File: src/rtl/noc_pkg.sv
// rtl/noc_pkg.sv - shared flit layout, port count and route state encoding
package noc_pkg;

  localparam int FLIT_W    = 13;
  localparam int NUM_PORTS = 4;

  localparam int DEST_MSB = 12;
  localparam int DEST_LSB = 11;
  localparam int TYPE_MSB = 10;
  localparam int TYPE_LSB = 9;
  localparam int PAY_MSB  = 8;
  localparam int PAY_LSB  = 1;
  localparam int EOP_BIT  = 0;

  typedef struct packed {
    logic [1:0] dest;
    logic [1:0] ptype;
    logic [7:0] payload;
    logic       eop;
  } flit_t;

  typedef enum logic [0:0] {
    IDLE = 1'b0,
    FWD  = 1'b1
  } port_state_e;

endpackage

File: src/rtl/noc_input_port_if.sv
// rtl/noc_input_port_if.sv - upstream flit handshake plus four-way output bundle
interface noc_input_port_if #(
  parameter int CNT_W = 16
);
  import noc_pkg::*;

  logic                  valid_in;
  logic [FLIT_W-1:0]     packet_in;
  logic                  ready_out;
  logic [NUM_PORTS-1:0]  out_valid;
  logic [FLIT_W-1:0]     out_flit;
  logic [NUM_PORTS-1:0]  out_ready;
  logic                  route_busy;
  logic                  pkt_done;
  logic [CNT_W-1:0]      pkt_count;

  modport master (
    output valid_in, packet_in, out_ready,
    input  ready_out, out_valid, out_flit, route_busy, pkt_done, pkt_count
  );

  modport slave (
    input  valid_in, packet_in, out_ready,
    output ready_out, out_valid, out_flit, route_busy, pkt_done, pkt_count
  );

endinterface

File: src/rtl/noc_flit_fifo.sv
// rtl/noc_flit_fifo.sv - small flit FIFO with registered count and head-of-line output
module noc_flit_fifo
  import noc_pkg::*;
#(
  parameter int DEPTH = 4
) (
  input  logic              clk,
  input  logic              reset,
  input  logic              i_push,
  input  logic [FLIT_W-1:0] i_data,
  input  logic              i_pop,
  output logic              o_full,
  output logic              o_empty,
  output logic [FLIT_W-1:0] o_head
);

  localparam int AW = (DEPTH > 1) ? $clog2(DEPTH) : 1;

  logic [FLIT_W-1:0] r_mem [DEPTH];
  logic [AW-1:0]     r_wr_ptr;
  logic [AW-1:0]     r_rd_ptr;
  logic [AW:0]       r_count;

  assign o_full  = (r_count == (AW+1)'(DEPTH));
  assign o_empty = (r_count == '0);
  assign o_head  = r_mem[r_rd_ptr];

  // Storage is cleared on reset so the shared output bus reads zero until new data lands.
  always_ff @(posedge clk or posedge reset) begin
    if (reset) begin
      for (int i = 0; i < DEPTH; i++) r_mem[i] <= '0;
      r_wr_ptr <= '0;
      r_rd_ptr <= '0;
      r_count  <= '0;
    end else begin
      if (i_push) begin
        r_mem[r_wr_ptr] <= i_data;
        r_wr_ptr        <= r_wr_ptr + 1'b1;
      end
      if (i_pop) r_rd_ptr <= r_rd_ptr + 1'b1;
      case ({i_push, i_pop})
        2'b10:   r_count <= r_count + 1'b1;
        2'b01:   r_count <= r_count - 1'b1;
        default: r_count <= r_count;
      endcase
    end
  end

endmodule

File: src/rtl/noc_input_port.sv
// rtl/noc_input_port.sv - router input port: flit buffer, wormhole route lock, packet counter
module noc_input_port
  import noc_pkg::*;
#(
  parameter int DEPTH = 4,
  parameter int CNT_W = 16
) (
  input  logic             clk,
  input  logic             reset,
  noc_input_port_if.slave  bus
);

  localparam logic [0:0] ST_IDLE = IDLE;
  localparam logic [0:0] ST_FWD  = FWD;

  logic [0:0]       r_state;
  logic [1:0]       r_route;
  logic [CNT_W-1:0] r_pkt_count;

  logic              w_push;
  logic              w_pop;
  logic              w_full;
  logic              w_empty;
  logic              w_ready;
  logic              w_eop_pop;
  logic [FLIT_W-1:0] w_head_bits;
  flit_t             w_head;

  noc_flit_fifo #(
    .DEPTH (DEPTH)
  ) u_fifo (
    .clk     (clk),
    .reset   (reset),
    .i_push  (w_push),
    .i_data  (bus.packet_in),
    .i_pop   (w_pop),
    .o_full  (w_full),
    .o_empty (w_empty),
    .o_head  (w_head_bits)
  );

  assign w_head = flit_t'(w_head_bits);

  // No bypass: a full FIFO refuses a flit even if the head leaves this cycle.
  assign w_ready   = !w_full && !reset;
  assign w_push    = bus.valid_in && w_ready;
  assign w_pop     = (r_state == ST_FWD) && !w_empty && bus.out_ready[r_route];
  assign w_eop_pop = w_pop && w_head.eop;

  always_ff @(posedge clk or posedge reset) begin
    if (reset) begin
      r_state     <= ST_IDLE;
      r_route     <= '0;
      r_pkt_count <= '0;
    end else if (r_state == ST_IDLE) begin
      if (!w_empty) begin
        r_route <= w_head.dest;
        r_state <= ST_FWD;
      end
    end else if (w_eop_pop) begin
      r_state     <= ST_IDLE;
      r_pkt_count <= r_pkt_count + 1'b1;
    end
  end

  assign bus.ready_out  = w_ready;
  assign bus.out_valid  = ((r_state == ST_FWD) && !w_empty) ? (4'b0001 << r_route) : 4'b0000;
  assign bus.out_flit   = w_head;
  assign bus.route_busy = (r_state == ST_FWD);
  assign bus.pkt_done   = w_eop_pop;
  assign bus.pkt_count  = r_pkt_count;

endmodule

File: src/flat_wrapper.sv
// flat-port wrapper written by rule: the top's interface ports become plain ports
module noc_input_port_flat import noc_pkg::*;
#(
  parameter int DEPTH = 4,
  parameter int CNT_W = 16
)
  (clk, reset, bus_valid_in, bus_packet_in, bus_out_ready, bus_ready_out, bus_out_valid, bus_out_flit, bus_route_busy, bus_pkt_done, bus_pkt_count);
  noc_input_port_if #(.CNT_W(CNT_W)) bus_i ();
  input  logic clk;
  input  logic reset;
  input wire logic [$bits(bus_i.valid_in)-1:0] bus_valid_in;
  input wire logic [$bits(bus_i.packet_in)-1:0] bus_packet_in;
  input wire logic [$bits(bus_i.out_ready)-1:0] bus_out_ready;
  output wire logic [$bits(bus_i.ready_out)-1:0] bus_ready_out;
  output wire logic [$bits(bus_i.out_valid)-1:0] bus_out_valid;
  output wire logic [$bits(bus_i.out_flit)-1:0] bus_out_flit;
  output wire logic [$bits(bus_i.route_busy)-1:0] bus_route_busy;
  output wire logic [$bits(bus_i.pkt_done)-1:0] bus_pkt_done;
  output wire logic [$bits(bus_i.pkt_count)-1:0] bus_pkt_count;
  assign bus_i.valid_in = bus_valid_in;
  assign bus_i.packet_in = bus_packet_in;
  assign bus_i.out_ready = bus_out_ready;
  assign bus_ready_out = bus_i.ready_out;
  assign bus_out_valid = bus_i.out_valid;
  assign bus_out_flit = bus_i.out_flit;
  assign bus_route_busy = bus_i.route_busy;
  assign bus_pkt_done = bus_i.pkt_done;
  assign bus_pkt_count = bus_i.pkt_count;
  noc_input_port #(.DEPTH(DEPTH), .CNT_W(CNT_W)) u_core (.clk(clk), .reset(reset), .bus(bus_i));
endmodule
File: config.mk
export PLATFORM = sky130hd
export DESIGN_NAME = noc_input_port_flat
export DESIGN_NICKNAME = d
export VERILOG_FILES = /design/src/rtl/noc_pkg.sv /design/src/rtl/noc_input_port_if.sv /design/src/rtl/noc_flit_fifo.sv /design/src/rtl/noc_input_port.sv /design/src/flat_wrapper.sv
export SDC_FILE = /design/constraint.sdc
export NUM_CORES = 1
export LEC_CHECK = 0
export CORE_AREA = 2 2 86 88
export CTS_CLUSTER_SIZE = 40
export DETAILED_ROUTE_END_ITERATION = 6
export DIE_AREA = 0 0 88 90
export HOLD_SLACK_MARGIN = 0.06
export PLACE_DENSITY = 0.82
export SLEW_MARGIN = 20
export SYNTH_ARGS = -nofsm -noshare
export SYNTH_HDL_FRONTEND = slang
export SYNTH_HIERARCHICAL = 1
export SYNTH_SLANG_ARGS = --single-unit
File: constraint.sdc
create_clock -name clk -period 2.3 [get_ports clk]
set_input_delay 0.23 -clock clk [delete_from_list [all_inputs] [get_ports clk]]
set_output_delay 0.23 -clock clk [all_outputs]
set_load 0.1 [all_outputs]
==> run summary, run 1 <==
Yosys
- **unique cell type count in the Yosys netlist** 33
- **Synth Net Count** 273
- **post-synthesis async set-or-reset flop share** 100%
- **sequential cell area fraction in the yosys report** 53.5%
- **most area-consuming cells after synthesis** dfrtp_1 54%, mux2_2 17%, mux4_1 5.0%, mux4_2 4.3%, xnor2_1 2.6%
- **Synth Cell Area** 3650 um2
- **leading cell types by count after synthesis** 78 x dfrtp_1, 54 x mux2_2, 13 x nand2_1, 11 x xnor2_1, 10 x inv_1
- **Post-Syn Instances** 246
- **#FFs+latches synth** 78
- **number of synthesized flops with an enable pin** 0
- **Mean Syn Cell Area** 14.8 um2
- **portion of synthesized cell area occupied by the leading cell type** 53.5%
- **cell type contributing the most total cell area after synthesis** dfrtp_1
- **most used flip-flop cell after synthesis** dfrtp_1
- **most frequent cell after synthesis** dfrtp_1
- **total of warnings raised by yosys** 6

Global route
- **maximum number of pins on one net before global-route repair** 60
- **first-pass GRT wire length** 11400 um
- **vias in the first global route** 2348
- **number of antenna violations at the first check in global routing** 0
- **grt total ovfl** 0
- **overall track demand over capacity in global routing** 19.2%

Die
- **die footprint** 7920 um2
- **Die X-Extent** 88 um
- **I/O Pins** 56
- **Floorplan Core Area** 7020 um2
- **initial core utilization** 52.0%
- **Die Height** 90 um
- **site row count** 31

Setup path
- **cells on worst reg2reg path** 9
- **Setup crit start kind** flop
- **endpoint of the lowest-slack register-to-register path** u_core/u_fifo/r_count[2]
- **data required time at the worst endpoint** 2530 ps
- **Crit path depth** 9
- **type of destination of the critical path** flop
- **count of buffer and inverter cells on the critical path** 1
- **largest delay contributor family on the critical path** simple AND/OR/NAND/NOR gates
- **kind of critical path** flop to flop
- **data arrival time of the critical path** 2360 ps
- **critical path startpoint** u_core/u_fifo/r_count[0]
- **worst-case register-to-register setup slack** 170 ps
- **cell type with the highest occurrence count on the critical path** xor2_1
- **Critical Path, Cell by Cell** nor3_1 -> and2b_2 -> and2_2 -> ha_4 -> inv_2 -> fa_2 -> xor2_1 -> nor2_1 -> xor2_1
- **Max Fanout on Critical Path** 5
- **maximum single-stage delay on the critical path** 420 ps
- **worst reg2reg path startpoint** u_core/u_fifo/r_count[0]
- **worst-path cell with the longest stage delay** dfrtp_1

CTS
- **CTS hold repair buffers** 0
- **CTS tree** built
- **Root Buffer** clkbuf_8
- **clock slew at the register clock pins of the worst setup and hold paths** 80 ps
- **number of buffers created by CTS** 9
- **H-tree Lvls** 3
- **maximum clock insertion buffer count** 2
- **clk_lat worst skew** 350 ps
- **number of sinks on the clock net** 78

Cells and area
- **footprint of the multi-input gates** 1610 um2
- **sequential cell area** 1950 um2
- **area overhead of the layout relative to synthesis** 28.4%
- **number of filler instances in the final layout** 497
- **final net count** 340
- **Layout Utilization** 66.7%
- **Inserted Diodes** 0
- **share of layout cells above drive strength 1** 46.2%

Route
- **highest metal layer with signal wires** met4
- **vias per inst** 5.24
- **Met1 Routed Length** 2950 um
- **DRT Wirelength** 6840 um
- **DR WL/cell** 16.4 um
- **number of detailed-route iterations in the first pass** 4
- **met3 routed WL** 231 um
- **number of routed nets with antenna violations** 0
- **total met2 wirelength after detailed routing** 3540 um
- **DRC violation count after routing** 0
- **number of DRC markers after the initial detailed-route iteration** 97
- **via count** 2186

Timing
- **transition time of the tightest slew-check pin** 516 ps
- **final worst setup slack** 168 ps
- **final setup TNS** 0 ps
- **maximum clock skew at final layout** 9.60 ps
- **Fmax** 469 MHz
- **number of hold violations in the final report** 0
- **minimum period implied by the final worst setup slack** 2130 ps
- **setup repair after global routing missed its margin** no
- **worst relative slew slack** 65.3%
- **Final Slew Violations** 0
- **Period Utilization, post-route** 92.7%
- **worst hold-check slack** 312 ps
- **endpoints failing setup** 0

Place
- **worst setup slack after placement** 76.0 ps
- **last weighted congestion value of the routability-driven placer** 0.823
- **placed wire-length estimate** 4740 um
- **number of buffers inserted by port buffering** 55

Status
- **status** complete, no violations

Hold path
- **worst hold path type** primary input to async pin

Job
- **Max-Cap Viols** 0

## kinds of logic (layout without fill, tap and decap cells)
group	Yosys count	count (layout)	synth area share [%]
and+or+nand+nor	49	49	8.13
adders and majority gates	7	7	2.61
buffers and inverters	19	91	3.60
DFF	78	78	53.5
xor gates and xnor gates	21	21	5.25
AOI/OAI and AO/OA	2	2	0.274
muxes	70	70	26.6
## per-stage QoR
stage                     cell area (um2)  instances
after floorplan                      3710        246
final                                4680        417
after global placement               4480        400
after detailed placement             4480        400
after CTS                            4670        416
after global routing                 4680        417
## what timing repair did
| action | in CTS | in global routing |
|---|---|---|
| gates resized for setup | 0 | 1 |
| setup endpoints to repair | 0 | 1 |
| setup buffers | 0 | 1 |
## final cells by class
cell class / count / area share, %
tap: 99 / 2.65
clock buffer: 10 / 2.73
multi-input combinational: 149 / 34.4
timing repair buffer: 65 / 16.2
inverter: 10 / 0.935
sequential: 78 / 41.7
clock inverter: 6 / 1.34
## flip-flops by register name, indices dropped and copies added, names as in the netlist
register,cells
u_core/u_fifo/r_rd_ptr,2
u_core/r_route,2
u_core/bus.pkt_count,16
u_core/u_fifo/r_mem,52
u_core/bus.route_busy,1
u_core/u_fifo/r_wr_ptr,2
u_core/u_fifo/r_count,3
## metal layers
| metal | GRT usage, % | vias to the layer above |
|---|---|---|
| met3 | 4.32 | 9 |
| li1 | - | 1011 |
| met5 | 0 | - |
| met4 | 9.36 | 0 |
| met2 | 30.4 | 44 |
| met1 | 24.7 | 1122 |
## how the worst max path moves through the flow
stage	slack, ps	endpoint
6_report	170	u_core/u_fifo/r_count[2]
5_1_grt	70	u_core/u_fifo/r_count[2]
4_1_cts	70	bus_pkt_done
3_5_place_dp	80	u_core/u_fifo/r_count[2]
3_3_place_gp	110	u_core/u_fifo/r_count[2]
2_1_floorplan	-70	u_core/u_fifo/r_count[2]
## layout by cell type, fill, tap and decap left out, drive strengths merged, types with 2 or more instances in the layout
master,n
nand3,4
nor4,4
clkinv,2
mux2,55
ha,6
and3,4
clkbuf,10
buf,46
nand2,17
clkdlybuf4s50,19
inv,9
xnor2,12
xor2,9
nor3,4
dfrtp,78
nand4,6
mux4,14
nor2,5
and2,2
clkinvlp,4
Power of run 1 is not shown: default switching activity piles up to over one toggle a cycle in this logic, so the estimate is an artifact.
==> run 2, diff against run 1 <==
--- a/config.mk
+++ b/config.mk
@@ -6,7 +6,6 @@
 export NUM_CORES = 1
 export LEC_CHECK = 0
 export CORE_AREA = 2 2 86 88
-export CTS_CLUSTER_SIZE = 40
 export DETAILED_ROUTE_END_ITERATION = 6
 export DIE_AREA = 0 0 88 90
 export HOLD_SLACK_MARGIN = 0.06
==> results of run 2 <==
No change in the layout: final DEF, timing and power equal those of run 1.
Power of run 2 is left out for the same reason.
